==> config.mk <==
export PLATFORM = sky130hd
export DESIGN_NAME = channel_sum_tree
export DESIGN_NICKNAME = d
export VERILOG_FILES = /design/src/rtl/channel_sum_tree.sv
export SDC_FILE = /design/constraint.sdc
export NUM_CORES = 1
export LEC_CHECK = 0
export ABC_CLOCK_PERIOD_IN_PS = 19600
export BUFFER_PORTS_ARGS = -buffer_cell sky130_fd_sc_hd__buf_2
export CORE_MARGIN = 10
export CORE_UTILIZATION = 30
export DETAILED_ROUTE_END_ITERATION = 12
export GPL_ROUTABILITY_DRIVEN = 0
export PLACE_DENSITY = 0.56
export SYNTH_ARGS = -nofsm -noshare
export SYNTH_HDL_FRONTEND = slang
export SYNTH_SLANG_ARGS = --single-unit
==> constraint.sdc <==
create_clock -name clk -period 19.6 [get_ports clk]
set_input_delay 0.98 -clock clk [delete_from_list [all_inputs] [get_ports clk]]
set_output_delay 0.98 -clock clk [all_outputs]
set_load 0.02 [all_outputs]
==> src/rtl/channel_sum_tree.sv <==
// channel_sum_tree: pipelined masked sum of NUM_CH signed channels, rounded, shifted and range-checked.
// Define SUM_SAT_EN to clamp out-of-range results instead of wrapping.
module channel_sum_tree #(
    parameter int NUM_CH   = 8,
    parameter int IN_W     = 32,
    parameter int OUT_W    = 16,
    parameter int SHIFT    = 17,
    parameter int LINE_LEN = 1024
) (
    input  logic                     clk,
    input  logic                     rst,
    input  logic                     ce,
    input  logic [NUM_CH*IN_W-1:0]   din,
    input  logic [NUM_CH-1:0]        ch_mask,
    input  logic                     ovf_clr,
    output logic signed [OUT_W-1:0]  dout,
    output logic                     data_valid,
    output logic                     line_done,
    output logic                     ovf
);
    localparam int LOG   = $clog2(NUM_CH);
    localparam int SUM_W = IN_W + LOG;
    localparam int EW    = (SUM_W + 1 > OUT_W ? SUM_W + 1 : OUT_W) + 1;
    localparam int CW    = $clog2(LINE_LEN + 1);
    localparam logic signed [EW-1:0] RND = (SHIFT == 0) ? '0 : ({{(EW-1){1'b0}}, 1'b1} << (SHIFT == 0 ? 0 : SHIFT - 1));
    localparam logic signed [EW-1:0] HI  = {{(EW-OUT_W+1){1'b0}}, {(OUT_W-1){1'b1}}};
    localparam logic signed [EW-1:0] LO  = ~HI;
    // Heap-ordered tree: leaves at NUM_CH..2*NUM_CH-1, root at 1; every node is a register.
    logic signed [SUM_W-1:0] node_q [1:2*NUM_CH-1];
    logic [LOG:0] vld_q;
    logic signed [EW-1:0] ext, shf;
    logic oor, ovf_d;
    logic [OUT_W-1:0] res;
    logic [CW-1:0] cnt_q, cnt_d;
    logic last;
    logic signed [OUT_W-1:0] dout_q;
    logic dv_q, ld_q, ovf_q;
    always_ff @(posedge clk or posedge rst) begin
        if (rst) begin
            for (int i = 1; i < 2*NUM_CH; i++) node_q[i] <= '0;
            vld_q <= '0;
        end else begin
            vld_q <= {vld_q[LOG-1:0], ce};
            for (int c = 0; c < NUM_CH; c++)
                if (ce) node_q[NUM_CH+c] <= ch_mask[c] ? SUM_W'($signed(din[c*IN_W +: IN_W])) : '0;
            for (int i = 1; i < NUM_CH; i++) node_q[i] <= node_q[2*i] + node_q[2*i+1];
        end
    end
    always_comb begin
        ext  = node_q[1];
        shf  = (ext + RND) >>> SHIFT;
        oor  = (shf > HI) || (shf < LO);
`ifdef SUM_SAT_EN
        res  = oor ? (shf[EW-1] ? LO[OUT_W-1:0] : HI[OUT_W-1:0]) : shf[OUT_W-1:0];
`else
        res  = shf[OUT_W-1:0];
`endif
        last  = cnt_q == CW'(LINE_LEN - 1);
        cnt_d = vld_q[LOG] ? (last ? '0 : cnt_q + CW'(1)) : cnt_q;
        ovf_d = (vld_q[LOG] && oor) || (ovf_q && !ovf_clr);
    end
    always_ff @(posedge clk or posedge rst) begin
        if (rst) begin
            dout_q <= '0;
            dv_q   <= 1'b0;
            ld_q   <= 1'b0;
            ovf_q  <= 1'b0;
            cnt_q  <= '0;
        end else begin
            dout_q <= vld_q[LOG] ? res : dout_q;
            dv_q   <= vld_q[LOG];
            ld_q   <= vld_q[LOG] && last;
            ovf_q  <= ovf_d;
            cnt_q  <= cnt_d;
        end
    end
    assign dout       = dout_q;
    assign data_valid = dv_q;
    assign line_done  = ld_q;
    assign ovf        = ovf_q;
endmodule

==> tab_implementation.tex, run 1 <==
\begin{tabular}{lr}
\hline
Metric & Value \\
\hline
\multicolumn{2}{l}{\textbf{Global route}} \\
\quad Overflow left after global routing & 0 \\
\quad Global Route Usage Sum & 0.1366 \\
\quad First-pass GRT wire length & 118.4 mm \\
\quad Initial antenna violation count & 15 \\
\quad Vias in the first global route & 22063 \\
\quad Pin count of the biggest net entering global routing & 156 \\
\multicolumn{2}{l}{\textbf{CTS}} \\
\quad Maximum level of the CTS H-tree & 2 \\
\quad CTS Root Buffer Type & sky130\_fd\_sc\_hd\_\_clkbuf\_16 \\
\quad Later-pin clock latency in the skew report & 0.62 ns \\
\quad Total setup buffers inserted after CTS & 0 \\
\quad Clock tree from TritonCTS & yes \\
\quad Clock tree buffer depth & 3 \\
\quad Number of sinks handled by clock tree synthesis & 519 \\
\quad Number of CTS-inserted buffers & 59 \\
\quad Hold Buf Count CTS & 0 \\
\quad Count of cells resized by post-cts repair & 0 \\
\quad Clock transition at the registers of the reported paths & 0.06 ns \\
\multicolumn{2}{l}{\textbf{STA}} \\
\quad Share of the clock period used by the worst path & 0.1836 \\
\quad RSZ-0062 raised after global routing & false \\
\quad Final Max Slew Viols & 0 \\
\quad Fmax achieved & 277.9 MHz \\
\quad Total count of hold-check failures in the final report & 0 \\
\quad Shortest period the worst path allows & 3.599 ns \\
\quad Final count of negative-setup-slack endpoints & 0 \\
\quad Setup TNS after final layout & 0 ns \\
\quad Rel. slew slack & 0.2222 \\
\quad Worst slew pin tran & 1.167 ns \\
\quad Final worst clock skew & 0.01344 ns \\
\multicolumn{2}{l}{\textbf{Setup path}} \\
\quad Startpoint type of the worst setup path & flip-flop \\
\quad Worst Path Arrival & 4.10 ns \\
\quad CP Capture Type & flip-flop \\
\quad Required time at the endpoint of the critical path & 20.10 ns \\
\quad Critical-path cell with the highest stage delay & sky130\_fd\_sc\_hd\_\_a2111oi\_0 \\
\quad Largest stage delay, worst path & 0.78 ns \\
\quad Largest driver fanout on the critical path & 3 \\
\quad Ordered list of cells on the worst path & ha\_1, inv\_1, fa\_1, nor2b\_1, o21ai\_0, a21oi\_1, o21ai\_1, a2111oi\_0, nor3\_1, o31ai\_1, o41ai\_2, a2bb2oi\_1 \\
\quad Crit path kind & flip-flop to flip-flop \\
\multicolumn{2}{l}{\textbf{Finish}} \\
\quad Final standard cell count with taps included and fillers excluded & 4541 \\
\quad Total number of nets in the final design & 3750 \\
\quad Finished layout cell area & 32740 sq um \\
\quad Fin util & 0.3567 \\
\quad Ratio of cells with drive above 1 in the final layout & 0.1291 \\
\quad Layout area overhead & 17.62\% \\
\multicolumn{2}{l}{\textbf{Synthesis}} \\
\quad Top flip-flop cell by instance count after synthesis & sky130\_fd\_sc\_hd\_\_dfrtp\_1 \\
\quad Proportion of register bits with asynchronous set or reset after synthesis & 1.000 \\
\quad Total standard cell area after synthesis & 27840 sq um \\
\quad Synthesized flop and latch total & 519 \\
\quad Sequential fraction of the synthesis area & 0.4666 \\
\quad Number of flops mapped to enable cells by yosys & 0 \\
\quad Synth top area cells & sky130\_fd\_sc\_hd\_\_dfrtp\_1 47\%, sky130\_fd\_sc\_hd\_\_ha\_1 10\%, sky130\_fd\_sc\_hd\_\_o21ai\_0 6.1\% \\
\quad Post-synth top area cell & sky130\_fd\_sc\_hd\_\_dfrtp\_1 \\
\quad Number of different library cells in the post-synthesis netlist & 78 \\
\quad Post-Synthesis Mean Instance Area & 9.401 sq um \\
\quad Gate Count Post-Synth & 2961 \\
\quad Area fraction of the dominant cell type after synthesis & 0.4666 \\
\quad Synthesized netlist net count & 3466 \\
\quad Most numerous cell types in the synthesized netlist & 519 x sky130\_fd\_sc\_hd\_\_dfrtp\_1, 358 x sky130\_fd\_sc\_hd\_\_nand2\_1, 339 x sky130\_fd\_sc\_hd\_\_o21ai\_0 \\
\quad Most repeated cell in the gate-level netlist after synthesis & sky130\_fd\_sc\_hd\_\_dfrtp\_1 \\
\quad Warnings from Yosys & 0 \\
\multicolumn{2}{l}{\textbf{Power}} \\
\quad Pwr dens & 117.1 nW/um\^{}2 \\
\quad Leakage power summed over all cells & 0.01573 uW \\
\quad IR Drop Worst-Case VDD & 52.41 uV \\
\multicolumn{2}{l}{\textbf{Detailed routing}} \\
\quad Detailed-route via count & 21170 \\
\quad Mean routed wirelength per cell & 16.16 microns \\
\quad Number of DRC markers in iteration 0 & 1344 \\
\quad Count of TritonRoute iterations in the first routing pass & 5 \\
\quad DRC violations left & 0 \\
\quad Via-to-Cell Ratio & 4.662 \\
\quad Overall routed net length & 73.37 mm \\
\quad Count of antenna-violating nets left after detailed routing & 0 \\
\multicolumn{2}{l}{\textbf{Placement}} \\
\quad Placed insts & 4427 \\
\quad Number of buffers inserted by port buffering & 286 \\
\quad DP HPWL & 56.42 mm \\
\quad Placed inst area & 30670 sq um \\
\multicolumn{2}{l}{\textbf{Run status}} \\
\quad Run status & completed \\
\multicolumn{2}{l}{\textbf{Worst hold path}} \\
\quad Class of the tightest hold or removal check & flip-flop to flip-flop \\
\multicolumn{2}{l}{\textbf{Die}} \\
\quad Starting utilization of the core area & 0.3032 \\
\quad Core footprint & 91800 sq um \\
\quad Die height & 324.6 microns \\
\quad Floorplan row count & 111 \\
\quad Chip width & 324.6 microns \\
\quad Number of placed I/O pins & 287 \\
\quad Die footprint & 105400 sq um \\
\multicolumn{2}{l}{\textbf{Job}} \\
\quad Max-cap violations & 0 \\
\hline
\end{tabular}
cell type report:
class	instances	area (sq um)
Sequential cell	519	12990
Inverter	336	1269
Fill cell	9370	59060
Clock buffer	83	1719
Clock inverter	25	340.3
Multi-Input combinational cell	2028	13290
Antenna cell	6	15.01
Timing Repair Buffer	301	1563
Tap cell	1243	1555
stage by stage:
step	power, uW	setup slack (ns)	hold slack, ns
3_3_place_gp	2689	16.12	0.3336
5_1_grt	4119	15.74	0.3531
6_report	3835	16.00	0.3425
4_1_cts	3898	16.01	0.3496
2_1_floorplan	2343	4.122	0.3312
3_5_place_dp	2702	16.02	0.3372
critical path, delay by kind of cell (launching register included):
kind	cells	cell delay, ns
AO/OA/AOI/OAI	7	2.13
adder cells (fa/ha/maj)	2	0.61
flip-flops	1	0.35
AND/OR/NAND/NOR	2	0.34
buffers and inverters	1	0.07
where the power goes:
part / total [uW] / switching (uW) / internal (uW)
clock network: 1170 / 455 / 713
registers: 1430 / 128 / 1300
logic: 1240 / 707 / 528
total: 3830 / 1290 / 2540
worst paths after layout:
| check | to | depth (start not counted) | slack, ns | start |
|---|---|---|---|---|
| min in group asynchronous | cnt_q[4] | 2 | 0.51 | rst |
| min reg2reg | vld_q[1] | 0 | 0.34 | vld_q[0] |
| max reg2reg | node_q[314] | 12 | 16.00 | node_q[0] |
| max | node_q[314] | 12 | 16.00 | node_q[0] |
| max in group asynchronous | node_q[332] | 4 | 17.05 | rst |
| min | vld_q[1] | 0 | 0.34 | vld_q[0] |
metal layers:
layer	part of all wire	wire [microns]	GRT usage
met4	0.021	1518	0.03235
met2	0.51	37260	0.2456
met1	0.43	31580	0.1657
met5	0.0019	136	0
met3	0.039	2870	0.02659
flip-flops by register name (all words and copies together), names as in the netlist:
signal,flops
ext,19
vld_q,4
line_done,1
ovf,1
cnt_q,11
node_q,466
dout,16
data_valid,1
logic make-up after synthesis:
family / share of synthesized area
AND/OR/NAND/NOR: 0.1200
adder cells (fa/ha/maj): 0.1081
XOR/XNOR: 0.06482
flip-flops: 0.4666
buffers and inverters: 0.05587
AO/OA/AOI/OAI: 0.1827
multiplexers: 0.001888
layout by cell type (no fill, tap or decap), types with 12 or more instances in the layout:
cell type / Yosys / final
sky130_fd_sc_hd__dfrtp_1: 519 / 519
sky130_fd_sc_hd__nand2_1: 358 / 358
sky130_fd_sc_hd__o21ai_0: 339 / 339
sky130_fd_sc_hd__inv_1: 336 / 335
sky130_fd_sc_hd__buf_2: 1 / 285
sky130_fd_sc_hd__ha_1: 231 / 231
sky130_fd_sc_hd__a21oi_1: 188 / 188
sky130_fd_sc_hd__nor2_1: 147 / 147
sky130_fd_sc_hd__xnor2_1: 135 / 135
sky130_fd_sc_hd__xor2_1: 71 / 71
sky130_fd_sc_hd__a21o_1: 68 / 68
sky130_fd_sc_hd__clkbuf_16: 0 / 61
sky130_fd_sc_hd__nand3_1: 48 / 48
sky130_fd_sc_hd__o21a_1: 36 / 36
sky130_fd_sc_hd__and3_1: 32 / 32
sky130_fd_sc_hd__nand2b_1: 28 / 28
sky130_fd_sc_hd__o21bai_1: 27 / 27
sky130_fd_sc_hd__nor2b_1: 24 / 24
sky130_fd_sc_hd__nor3_1: 24 / 24
sky130_fd_sc_hd__a31oi_1: 21 / 21
sky130_fd_sc_hd__and2_1: 20 / 20
sky130_fd_sc_hd__o21ai_1: 20 / 20
sky130_fd_sc_hd__nand4_1: 20 / 20
sky130_fd_sc_hd__a211oi_1: 15 / 15
sky130_fd_sc_hd__buf_4: 0 / 14
sky130_fd_sc_hd__clkinv_2: 0 / 12
No activity file was read; power rests on OpenSTA's default activity.
==> inputs of run 2 (changes only) <==
--- a/config.mk
+++ b/config.mk
@@ -5,13 +5,13 @@
 export SDC_FILE = /design/constraint.sdc
 export NUM_CORES = 1
 export LEC_CHECK = 0
-export ABC_CLOCK_PERIOD_IN_PS = 19600
+export ABC_CLOCK_PERIOD_IN_PS = 3100
 export BUFFER_PORTS_ARGS = -buffer_cell sky130_fd_sc_hd__buf_2
 export CORE_MARGIN = 10
 export CORE_UTILIZATION = 30
 export DETAILED_ROUTE_END_ITERATION = 12
 export GPL_ROUTABILITY_DRIVEN = 0
-export PLACE_DENSITY = 0.56
+export PLACE_DENSITY = 0.58
 export SYNTH_ARGS = -nofsm -noshare
 export SYNTH_HDL_FRONTEND = slang
 export SYNTH_SLANG_ARGS = --single-unit
==> constraint.sdc (replaced) <==
create_clock -name clk -period 3.1 [get_ports clk]
set_input_delay 0.155 -clock clk [delete_from_list [all_inputs] [get_ports clk]]
set_output_delay 0.155 -clock clk [all_outputs]
set_load 0.02 [all_outputs]
==> tab_implementation.tex, run 2 (synthesis results as in run 1) <==
\begin{tabular}{lr}
\hline
Metric & Value \\
\hline
\multicolumn{2}{l}{\textbf{CTS}} \\
\quad Later-pin clock latency in the skew report & 0.65 ns (+0.03 ns) \\
\quad Number of sinks handled by clock tree synthesis & 519 (unchanged) \\
\quad Number of CTS-inserted buffers & 59 (unchanged) \\
\quad Clock tree from TritonCTS & yes \\
\quad Clock tree buffer depth & 3 (unchanged) \\
\quad Clock transition at the registers of the reported paths & 0.06 ns (about the same) \\
\quad Maximum level of the CTS H-tree & 2 (unchanged) \\
\quad CTS Root Buffer Type & sky130\_fd\_sc\_hd\_\_clkbuf\_16 \\
\multicolumn{2}{l}{\textbf{Finish}} \\
\quad Layout area overhead & 30.21\% \\
\quad Most frequent cells in the layout & 519 x sky130\_fd\_sc\_hd\_\_dfrtp\_1, 358 x sky130\_fd\_sc\_hd\_\_nand2\_1, 338 x sky130\_fd\_sc\_hd\_\_o21ai\_0 \\
\quad Flip-flop count of the largest register after layout & 466 (unchanged) \\
\quad Ratio of cells with drive above 1 in the final layout & 0.1415 (+0.01238) \\
\quad Most flops, register & node\_q \\
\quad Fill cells & 9072 (-3.2\%) \\
\quad Total number of nets in the final design & 4091 (+9.1\%) \\
\quad Leading cell type in the layout, fill and taps excluded & sky130\_fd\_sc\_hd\_\_dfrtp\_1 \\
\quad Final standard cell count with taps included and fillers excluded & 4883 (+7.5\%) \\
\multicolumn{2}{l}{\textbf{Detailed routing}} \\
\quad Metal2 WL & 39.66 mm (+6.4\%) \\
\quad Sum of routed wire segments on met1 & 32.91 mm (+4.2\%) \\
\quad Detailed-route via count & 22901 (+8.2\%) \\
\quad Highest signal layer in the routed design & met5 \\
\quad Mean routed wirelength per cell & 15.93 microns (-1.4\%) \\
\quad Overall routed net length & 77.78 mm (+6.0\%) \\
\quad Via-to-Cell Ratio & 4.690 (+0.60\%) \\
\quad DRC violations left & 0 (unchanged) \\
\quad Number of DRC markers in iteration 0 & 1284 (-4.5\%) \\
\quad Count of antenna-violating nets left after detailed routing & 0 (unchanged) \\
\quad DR WL met3 & 2.698 mm (-6.0\%) \\
\quad Count of TritonRoute iterations in the first routing pass & 5 (unchanged) \\
\multicolumn{2}{l}{\textbf{Worst hold path}} \\
\quad Class of the tightest hold or removal check & primary input to flip-flop \\
\multicolumn{2}{l}{\textbf{STA}} \\
\quad Final count of negative-setup-slack endpoints & 0 (unchanged) \\
\quad Final worst hold slack & 0.1920 ns (-0.1505 ns) \\
\quad Total count of hold-check failures in the final report & 0 (unchanged) \\
\quad Worst slew pin tran & 0.8798 ns (-0.2869 ns) \\
\quad Shortest period the worst path allows & 2.953 ns (-0.6457 ns) \\
\quad Final worst clock skew & 0.03382 ns (+0.02038 ns) \\
\quad RSZ-0062 raised after global routing & true \\
\quad Final Max Slew Viols & 0 (unchanged) \\
\quad Rel. slew slack & 0.4134 (+0.1912) \\
\quad Share of the clock period used by the worst path & 0.9526 (+0.7690) \\
\quad Fmax achieved & 338.6 MHz (+22\%) \\
\multicolumn{2}{l}{\textbf{Placement}} \\
\quad Placed insts & 4482 (+1.2\%) \\
\quad Number of buffers inserted by port buffering & 286 (unchanged) \\
\quad DP HPWL & 56.94 mm (+0.92\%) \\
\multicolumn{2}{l}{\textbf{Setup path}} \\
\quad Largest driver fanout on the critical path & 4 (+1) \\
\quad Number of buffer and inverter stages on the critical path & 2 (+1) \\
\quad Startpoint type of the worst setup path & flip-flop \\
\quad CP Capture Type & flip-flop \\
\quad Largest stage delay, worst path & 0.37 ns (-0.41 ns) \\
\quad Critical-path cell with the highest stage delay & sky130\_fd\_sc\_hd\_\_dfrtp\_1 \\
\quad Ordered list of cells on the worst path & ha\_1, inv\_1, fa\_1, nor2b\_1, o31a\_1, o21ai\_4, o2111ai\_2, a41oi\_2, o31ai\_4, o41ai\_2, buf\_4, mux2i\_1, o2111ai\_1 \\
\quad Crit path kind & flip-flop to flip-flop \\
\quad Required time at the endpoint of the critical path & 3.59 ns (-16.51 ns) \\
\quad Crit-path leading delay family & compound AO/OA/AOI/OAI gates \\
\quad Worst Path Arrival & 3.45 ns (-0.65 ns) \\
\multicolumn{2}{l}{\textbf{Power}} \\
\quad IR Drop Worst-Case VDD & 594.4 uV (+1000\%) \\
\quad Leakage power summed over all cells & 0.01723 uW (+9.5\%) \\
\quad Pwr dens & 680.9 nW/um\^{}2 (+480\%) \\
\multicolumn{2}{l}{\textbf{Job}} \\
\quad Max-cap violations & 0 (unchanged) \\
\multicolumn{2}{l}{\textbf{Global route}} \\
\quad Global Route Usage Sum & 0.1439 (+0.007318) \\
\quad First-pass GRT wire length & 125.6 mm (+6.0\%) \\
\quad Initial antenna violation count & 8 (-7) \\
\quad Pin count of the biggest net entering global routing & 120 (-23\%) \\
\quad Vias in the first global route & 23954 (+8.6\%) \\
\quad Overflow left after global routing & 0 (unchanged) \\
\multicolumn{2}{l}{\textbf{Die}} \\
\quad Core footprint & 91800 sq um (unchanged) \\
\quad Chip width & 324.6 microns (unchanged) \\
\quad Die footprint & 105400 sq um (unchanged) \\
\quad Floorplan row count & 111 (unchanged) \\
\quad Starting utilization of the core area & 0.3032 (unchanged) \\
\quad Die height & 324.6 microns (unchanged) \\
\quad Number of placed I/O pins & 287 (unchanged) \\
\multicolumn{2}{l}{\textbf{Run status}} \\
\quad Run status & completed \\
\hline
\end{tabular}
[run 2: metal layers]
metal,up-vias,GRT usage
met5,-,0
met4,2,0.05126
met3,148,0.02046
met2,436,0.2576
met1,10955,0.1738
li1,11360,-
[run 2: report_power, final]
part           internal [uW]  total [uW]  switching [uW]
clock                   4180        7220            3040
combinational           3740        8360            4620
sequential              8240        9100             861
[run 2: cell type report]
type	instances	area, sq um	area share
well taps	1243	1555	0.04291
multi-input cells	2028	13510	0.3728
clock inverters	36	410.4	0.01132
repair buffers	642	4871	0.1344
diodes	7	17.52	0.0004833
inverters	336	1265	0.03490
clock buffers	72	1625	0.04484
flip-flops and latches	519	12990	0.3583
[run 2: final timing paths]
path                             startpoint          end  slack (ns)  cells past startpoint
worst max-delay path            node_q[280]  node_q[452]        0.15                     13
worst min-delay path             ch_mask[5]   node_q[84]        0.19                      5
worst max register to register  node_q[280]  node_q[452]        0.15                     13
worst min register to register     vld_q[1]     vld_q[2]        0.35                      0
max in group asynchronous               rst  node_q[393]        1.75                      4
min in group asynchronous               rst   node_q[68]        0.24                      3
[run 2: worst reg2reg max path, delay by kind of cell (launching register included)]
kind | cells | cell delay [ns]
AO/OA/AOI/OAI | 7 | 1.53
multiplexers | 1 | 0.21
AND/OR/NAND/NOR | 1 | 0.06
buffers and inverters | 2 | 0.24
flip-flops | 1 | 0.37
adder cells (fa/ha/maj) | 2 | 0.40
[run 2: repair_timing]
item,in CTS,in global routing
endpoints found under the hold margin,261,0
resized for setup,8,29
gates cloned,0,0
pin swaps,0,12
hold buffers,284,0
buffers inserted,0,2
setup endpoints to repair,11,31
[run 2: stage by stage]
step / util / setup TNS, ns / area, sq um / setup slack [ns] / total power [uW]
detailed placement: 0.3389 / -0.8063 / 31110 / -0.1724 / 17240
global placement: 0.3389 / -0.5782 / 31110 / -0.1688 / 17150
finish: 0.3948 / 0 / 36240 / 0.1469 / 24680
global route: 0.3948 / -0.1667 / 36240 / -0.06388 / 26450
floorplan: - / -2130.62 / 27840 / -4.105 / 14820
CTS: 0.3924 / 0 / 36020 / 0.04376 / 24950
